**src/rtl/teclado_cajero.sv**
```systemverilog
// Keypad front-end: synchronizes and debounces one raw key, then emits PIN digits
// or accumulates a decimal amount and commits it on ENTER.
module teclado_cajero #(
  parameter int DEBOUNCE_CICLOS   = 4,
  parameter int MAX_DIGITOS_MONTO = 9
) (
  input  logic        clk,
  input  logic        rst,
  input  logic        TECLA_ACTIVA,
  input  logic [3:0]  TECLA,
  input  logic        MODO_MONTO,
  output logic        DIGITO_STB,
  output logic [3:0]  DIGITO,
  output logic        MONTO_STB,
  output logic [31:0] MONTO,
  output logic        TECLA_INVALIDA
);

  localparam int CW = $clog2(DEBOUNCE_CICLOS + 1);
  localparam int DW = $clog2(MAX_DIGITOS_MONTO + 1);

  localparam logic [3:0] K_ENTER  = 4'hA;
  localparam logic [3:0] K_BORRAR = 4'hB;

  typedef enum logic [1:0] {REPOSO, FILTRANDO, ACEPTADA, ESPERA_SOLTAR} estado_t;

  estado_t        estado, estado_d;
  logic [CW-1:0]  cnt, cnt_d;
  logic           act_m, act_s;
  logic [3:0]     tec_m, tec_s, tec_q;
  logic           modo_q;
  logic [31:0]    acc, acc_d, acc_base;
  logic [DW-1:0]  ndig, ndig_d, ndig_base;
  logic           dig_stb_d, monto_stb_d, inv_d;
  logic [3:0]     digito_d;
  logic [31:0]    monto_d;
  logic           aceptar, modo_cambio;

  // NOTE: every register uses non-blocking assignment so all state updates
  // see the pre-edge values, matching real flip-flop behaviour.
  always_ff @(posedge clk or negedge rst) begin
    if (!rst) begin
      act_m          <= 1'b0;
      act_s          <= 1'b0;
      tec_m          <= '0;
      tec_s          <= '0;
      tec_q          <= '0;
      modo_q         <= 1'b0;
      estado         <= REPOSO;
      cnt            <= '0;
      acc            <= '0;
      ndig           <= '0;
      DIGITO_STB     <= 1'b0;
      DIGITO         <= '0;
      MONTO_STB      <= 1'b0;
      MONTO          <= '0;
      TECLA_INVALIDA <= 1'b0;
    end else begin
      act_m          <= TECLA_ACTIVA;
      act_s          <= act_m;
      tec_m          <= TECLA;
      tec_s          <= tec_m;
      tec_q          <= tec_s;
      modo_q         <= MODO_MONTO;
      estado         <= estado_d;
      cnt            <= cnt_d;
      acc            <= acc_d;
      ndig           <= ndig_d;
      DIGITO_STB     <= dig_stb_d;
      DIGITO         <= digito_d;
      MONTO_STB      <= monto_stb_d;
      MONTO          <= monto_d;
      TECLA_INVALIDA <= inv_d;
    end
  end

  // NOTE: defaults at the top of each always_comb keep every path assigned,
  // so no latches are inferred.
  always_comb begin
    estado_d = estado;
    cnt_d    = cnt;
    unique case (estado)
      REPOSO: begin
        cnt_d = '0;
        if (act_s) begin
          estado_d = FILTRANDO;
          cnt_d    = CW'(1);
        end
      end
      FILTRANDO: begin
        if (!act_s) begin
          estado_d = REPOSO;
          cnt_d    = '0;
        end else if (tec_s != tec_q) begin
          cnt_d = CW'(1);
        end else if (cnt == CW'(DEBOUNCE_CICLOS - 1)) begin
          estado_d = ACEPTADA;
          cnt_d    = '0;
        end else begin
          cnt_d = cnt + CW'(1);
        end
      end
      ACEPTADA: begin
        estado_d = ESPERA_SOLTAR;
        cnt_d    = '0;
      end
      ESPERA_SOLTAR: begin
        if (act_s) begin
          cnt_d = '0;
        end else if (cnt == CW'(DEBOUNCE_CICLOS - 1)) begin
          estado_d = REPOSO;
          cnt_d    = '0;
        end else begin
          cnt_d = cnt + CW'(1);
        end
      end
      default: begin
        estado_d = REPOSO;
        cnt_d    = '0;
      end
    endcase
  end

  // Actions are computed on the edge entering ACEPTADA so the registered
  // strobes are high exactly during that state.
  always_comb begin
    aceptar     = (estado == FILTRANDO) && (estado_d == ACEPTADA);
    modo_cambio = (MODO_MONTO != modo_q);
    acc_base    = modo_cambio ? 32'd0 : acc;
    ndig_base   = modo_cambio ? '0 : ndig;
    acc_d       = acc_base;
    ndig_d      = ndig_base;
    dig_stb_d   = 1'b0;
    digito_d    = DIGITO;
    monto_stb_d = 1'b0;
    monto_d     = MONTO;
    inv_d       = 1'b0;
    if (aceptar) begin
      if (!MODO_MONTO) begin
        if (tec_s <= 4'd9) begin
          dig_stb_d = 1'b1;
          digito_d  = tec_s;
        end else begin
          inv_d = 1'b1;
        end
      end else if (tec_s <= 4'd9) begin
        if (ndig_base < DW'(MAX_DIGITOS_MONTO)) begin
          acc_d  = acc_base * 32'd10 + {28'd0, tec_s};
          ndig_d = ndig_base + DW'(1);
        end else begin
          inv_d = 1'b1;
        end
      end else if (tec_s == K_BORRAR) begin
        acc_d  = 32'd0;
        ndig_d = '0;
      end else if (tec_s == K_ENTER && ndig_base != '0) begin
        monto_d     = acc_base;
        monto_stb_d = 1'b1;
        acc_d       = 32'd0;
        ndig_d      = '0;
      end else begin
        inv_d = 1'b1;
      end
    end
  end

endmodule
```
**config.mk**
```make
export PLATFORM = sky130hd
export DESIGN_NAME = teclado_cajero
export DESIGN_NICKNAME = d
export VERILOG_FILES = /design/src/rtl/teclado_cajero.sv
export SDC_FILE = /design/constraint.sdc
export NUM_CORES = 1
export LEC_CHECK = 0
export BUFFER_PORTS_ARGS = -buffer_cell sky130_fd_sc_hd__clkbuf_2
export CAP_MARGIN = 20
export CORE_MARGIN = 5
export CORE_UTILIZATION = 59
export CTS_BUF_LIST = sky130_fd_sc_hd__clkbuf_16
export DETAILED_ROUTE_END_ITERATION = 12
export PLACE_DENSITY = 0.77
export SLEW_MARGIN = 20
export SYNTH_ARGS = -nofsm -noshare
export SYNTH_HDL_FRONTEND = slang
export SYNTH_SLANG_ARGS = --single-unit
```
**constraint.sdc**
```tcl
create_clock -name clk -period 5 [get_ports clk]
set_input_delay 0.5 -clock clk [delete_from_list [all_inputs] [get_ports clk]]
set_output_delay 0.5 -clock clk [all_outputs]
set_load 0.01 [all_outputs]
```
# --- After elaboration in Yosys (flattened, before gate mapping) ---
# Cells that the tools add are included.
classes:
  add_sub_neg: 3
  multipliers: 1
  magnitude_cmp: 2
  n_eq_ne: 9
  n_mux: 42
  bitwise_logic: 3
  reduce_logical: 6
ops:
  columns: ["op", "count"]
  rows:
  - ["2-to-1 mux 32 bit", 7]
  - ["adder 32 x 4 -> 32 bit", 1]
  - ["multiplier 32 x 3 -> 31 bit, second input constant", 1]
  - ["2-to-1 mux 4 bit", 7]
  - ["2-to-1 mux 1 bit", 16]
  - ["2-to-1 mux 2 bit", 6]
  - ["2-to-1 mux 3 bit", 4]
  - ["case mux 3 bit (4 select lines)", 1]
  - ["== test 4 bit, second input constant", 2]
  - ["case mux 2 bit (4 select lines)", 1]
  - ["== test 2 bit, second input constant", 3]
  - ["AND reduction 5 bit", 1]
  - ["adder 4 x 1 -> 4 bit, second input constant", 1]
  - ["<= comparator 4 bit, second input constant", 1]
  - ["less-than comparator 4 bit, second input constant", 1]
  - ["inequality test 4 bit", 1]
  - ["nonzero test 4 bit", 1]
  - ["adder 3 x 1 -> 3 bit, second input constant", 1]
  - ["== test 3 x 2 -> 1 bit, second input constant", 1]
  - ["inverter 1 bit", 3]
  - ["AND reduction 3 bit", 1]
  - ["== test 2 x 1 -> 1 bit, second input constant", 1]
  - ["logical AND 1 bit", 2]
  - ["zero test 2 bit", 1]
  - ["inequality test 1 bit", 1]
word_totals:
  register_bits: 95
  input_bits: 8
  output_inout_bits: 39
  wordCells: 81

# --- Depth between registers and ports, before layout ---
depth:
  depth_word: 9
  depth_mapped: 17
  ltp_nobuf: 15

# --- Least setup slack after synthesis ---
# No wires, ideal clock.
synth_path:
  path_kind: "input-to-reg"
  start: "input MODO_MONTO"
  end: "register acc[20]"
  setup_ns: 0.121
  t_arrival_ns: 4.420
  t_required_ns: 4.879
  slack_ns: 0.459
  path_stages: 16
  path_buffers: 1
  cell_sequence: "xnor2_1 clkbuf_1 nand2_1 inv_1 ha_1 ha_1 fa_1 a21o_1 a21oi_1 xor2_1 or4bb_1 nor3_1 nand4_1 or4_1 xnor2_1 a22o_1"
synth_between:
  word_cells_on_any_way: 14
  classes_between: "add/sub: 1; mul: 1; order compare: 1; eq/ne: 1; mux: 8; reduce/logical: 2"
synth_rtl:
  columns: ["element", "line_no", "rtl"]
  rows:
  - ["start, declared", "11", "input logic MODO_MONTO,"]
  - ["inequality test 1 bit", "128", "modo_cambio = (MODO_MONTO != modo_q);"]
  - ["2-to-1 mux 32 bit", "129", "acc_base = modo_cambio ? 32'd0 : acc;"]
  - ["via acc_base[1]", "32", "logic [31:0] acc, acc_d, acc_base;"]
  - ["multiplier 32 x 3 -> 31 bit", "148", "acc_d = acc_base * 32'd10 + {28'd0, tec_s};"]
  - ["adder 32 x 4 -> 32 bit", "148", null]
  - ["2-to-1 mux 32 bit", "147", "if (ndig_base < DW'(MAX_DIGITOS_MONTO)) begin"]
  - ["2-to-1 mux 32 bit", "146", "end else if (tec_s <= 4'd9) begin"]
  - ["2-to-1 mux 32 bit", "139", "if (!MODO_MONTO) begin"]
  - ["2-to-1 mux 32 bit", "138", "if (aceptar) begin"]
  - ["via acc_d[20]", "32", null]
  - ["end signal, assigned", "51", "acc <= '0;"]
  - ["end signal, assigned", "67", "acc <= acc_d;"]
  - ["end, declared", "32", null]
# The timed path passes the listed nets, and every way through them passes these cells.
# A chain may end at the register's enable or synchronous reset.

# --- Worst setup path in the final report ---
layout_path:
  start: "register modo_q"
  end: "register acc[30]"
layout_between:
  word_cells_on_any_way: 14
  classes_between: "add/sub: 1; mul: 1; order compare: 1; eq/ne: 1; mux: 8; reduce/logical: 2"
layout_rtl:
  columns: ["element", "line_no", "rtl"]
  rows:
  - ["start, declared", "31", "logic modo_q;"]
  - ["start signal, assigned", "48", "modo_q <= 1'b0;"]
  - ["start signal, assigned", "64", "modo_q <= MODO_MONTO;"]
  - ["inequality test 1 bit", "128", null]
  - ["2-to-1 mux 32 bit", "129", null]
  - ["via acc_base[0]", "32", null]
  - ["multiplier 32 x 3 -> 31 bit", "148", null]
  - ["adder 32 x 4 -> 32 bit", "148", null]
  - ["2-to-1 mux 32 bit", "147", null]
  - ["2-to-1 mux 32 bit", "146", null]
  - ["2-to-1 mux 32 bit", "139", null]
  - ["2-to-1 mux 32 bit", "138", null]
  - ["via acc_d[30]", "32", null]
# The timed path passes the listed nets, and every way through them passes these cells.

==> results.toml <==
[sta]
layout_setup_ws_ns = 0.431
setup_violations = 0
worst_pin_slew_ns = 1.03
finalClockSkew_ns = 0.0111
hold_viol_final = 0
max-slew-margin-rel_pct = 31.5
rsz0062_at_grt = "no"
holdWs_ns = 0.0845
drv_slew = 0
finalCriticalPeriod_ns = 4.57
max_freq_mhz = 219
tns_ns = 0
period_share_pct = 91.4

[die]
die_h_um = 115
die_w_um = 115
pin_count = 47
dieArea_um2 = 13300
floorplan.initialDensity_pct = 60.2
core.rowCount = 38
fp.coreArea_um2 = 10800

[layout]
diodes = 0
final_common_cell = "nand2_1"
layout-drive-gt1-share_pct = 16.5
final_cell_mix = "100 x nand2_1, 95 x dfrtp_1, 54 x o21ai_0"
nets = 840
syn_to_final_growth_pct = 13.7
fillerInstances = 834
final_util_pct = 68.5

[yosys]
synth_area_per_cell_um2 = 9.03
syn_area_um2 = 6530
ys_seq_area_share_pct = 36.4
synthCells = 723
synth_nets = 780
ys_warn_count = 0
ys_ff_latch = 95
synth_cell_type_count = 74
synth_edf_count = 0
synthFlopType = "dfrtp_1"
synthArstFlopShare_pct = 100

[global_route]
grt_first_pass_wirelength_um = 28800
grt-busiest-layer = "met2"
antenna_found_initial = 0
grt_use_met1_pct = 36.3
grt_pass1_vias = 5734
track_usage_pct = 27.0
grt-ovfl-total = 0
gr-usage-met3_pct = 3.63
grt_use_met2_pct = 44.7
grt_max_degree = 62

[worst_setup_path]
crit_path_start_kind = "register"
r2r-start = "modo_q"
crit_buf_inv = 1
crit_slowest_cell = "dfrtp_1"
path_class = "reg -> reg"
crit_required_ns = 5.22
endpoint_kind = "register"
worstPathArrival_ns = 4.79
regToRegSetupSlack_ns = 0.43
path_cells = "xnor2_2, buf_4, and2_1, ha_1, ha_1, fa_1, a21o_1, a221o_1, o22ai_1, nand2_1, a311o_1, or3_1, nor4_4, a311o_1, o211ai_1"
crit_family = "compound AO/OA/AOI/OAI gates"
rr_endpoint = "acc[30]"
critical_path.max_stage_delay_ns = 0.43
path_max_fanout = 29
reg2regPathDepth = 15

[clocking]
clock_latency_ns = 0.36
htreeDepth = 3
cts.sinks = 95
clkTransAtPathRegs_ns = 0.07
cts_tree = "built"
numCtsBuffers = 9
cts_setup_buffers = 0
holdBufCountCts = 0
cts_resized = 0
cts_root_buffer = "clkbuf_16"
clk_path_buf_depth = 2

[routing]
drt.antenna.violating_nets = 0
drtPass1Iterations = 5
drt_iter0_drc = 500
drc = 0
vias = 5702
wire_per_inst_um = 18.2
wirelength_um = 16900
vias_per_cell = 6.14

[worst_hold_path]
hold_class = "in -> async"

[power_and_ir_drop]
leakage_nw = 3.66
p_switching_mw = 0.379
seqPwrFrac_pct = 48.5
power.density_nw_per_um2 = 218
ir_drop_v = 0.000189
switching_share_pct = 23.4
power.share.combinational_pct = 4.1
pwr-share-clk_pct = 47.3
p_int_mw = 1.24

[outcome]
status = "finished clean"

[placed_design]
placement.io_buffers = 46
place_ws_ns = 0.225
hpwl_um = 12600
place.gp.congestion = 0.923

[job]
maxCapViolations = 0
[flip-flops by register name (all words and copies together), names as in the netlist, 2 cells and up]
name,count
ndig,4
cnt,3
DIGITO,4
acc,32
MONTO,32
tec_s,4
estado,2
tec_q,4
tec_m,4
[power by group through the flow]
stage	Sequential, mW	Clock [mW]	Combinational [mW]
finish	0.784	0.765	0.0668
global route	0.785	0.803	0.0751
CTS	0.784	0.770	0.0660
detailed placement	0.799	0	0.0651
global placement	0.798	0	0.0621
floorplan	0.796	0	0.0298
[routing by layer]
metal  part of all wire (%)  up-vias
met5                      0        -
met4                    2.8        0
met3                    5.7       36
met2                     48      184
met1                     44     2751
li1                       -     2731
[cell usage after synthesis (3+ instances only)]
cell       instances  area (um^2)
a2111oi_0          3         26.3
a211oi_1           6         45.0
a21o_1            15          113
a21oi_1           31          155
a22o_1             6         52.6
a311o_1            3         30.0
a31oi_1           10         62.6
and2_1            18          113
and3_1            18          113
and4_1             4         35.0
buf_2              7         35.0
clkbuf_1          23         86.3
dfrtp_1           95         2380
ha_1              47          588
inv_1             24         90.1
mux2_2            17          191
nand2_1          100          375
nand2b_1           4         25.0
nand3_1           12         60.1
nand4_1           15         93.8
nor2_1            49          184
nor2b_1            3         18.8
nor3_1            12         60.1
nor4_1             5         31.3
o211a_1            3         30.0
o211ai_1           3         22.5
o21a_1             3         22.5
o21ai_0           54          270
o22ai_1            9         56.3
or3_1              8         50.1
xnor2_1           42          368
xor2_1            21          184
[metrics by stage]
step	cells	area, um^2	power (mW)
final	928	7420	1.62
after global routing	928	7420	1.66
after global placement	912	7080	0.860
after floorplan	723	6530	0.826
after CTS	928	7410	1.62
after detailed placement	912	7080	0.864
[worst max-delay path by stage]
stage	from	endpoint	slack, ns	cells after the start
final	modo_q	acc[30]	0.43	15
after global routing	modo_q	acc[30]	0.19	18
after CTS	modo_q	acc[30]	0.46	15
after detailed placement	MODO_MONTO	acc[30]	0.22	16
after global placement	MODO_MONTO	acc[31]	0.35	15
after floorplan	MODO_MONTO	acc[20]	0.46	16
[cells by family after synthesis]
logic type / share of synthesized area (%)
muxes: 3.08
DFF: 36.4
AOI/OAI and AO/OA: 18.3
buffers and inverters: 3.29
xor gates and xnor gates: 8.70
and+or+nand+nor: 20.6
adders and majority gates: 9.62
[area by class of cell]
type | count | area (um^2) | area share (%)
inverter | 24 | 90.1 | 1.21
sequential | 95 | 2380 | 32.0
tap | 140 | 175 | 2.36
clock inverter | 7 | 103 | 1.38
timing repair buffer | 80 | 488 | 6.57
multi-input combinational | 573 | 3970 | 53.4
clock buffer | 9 | 225 | 3.03
Power figures use the tool's default switching activity.
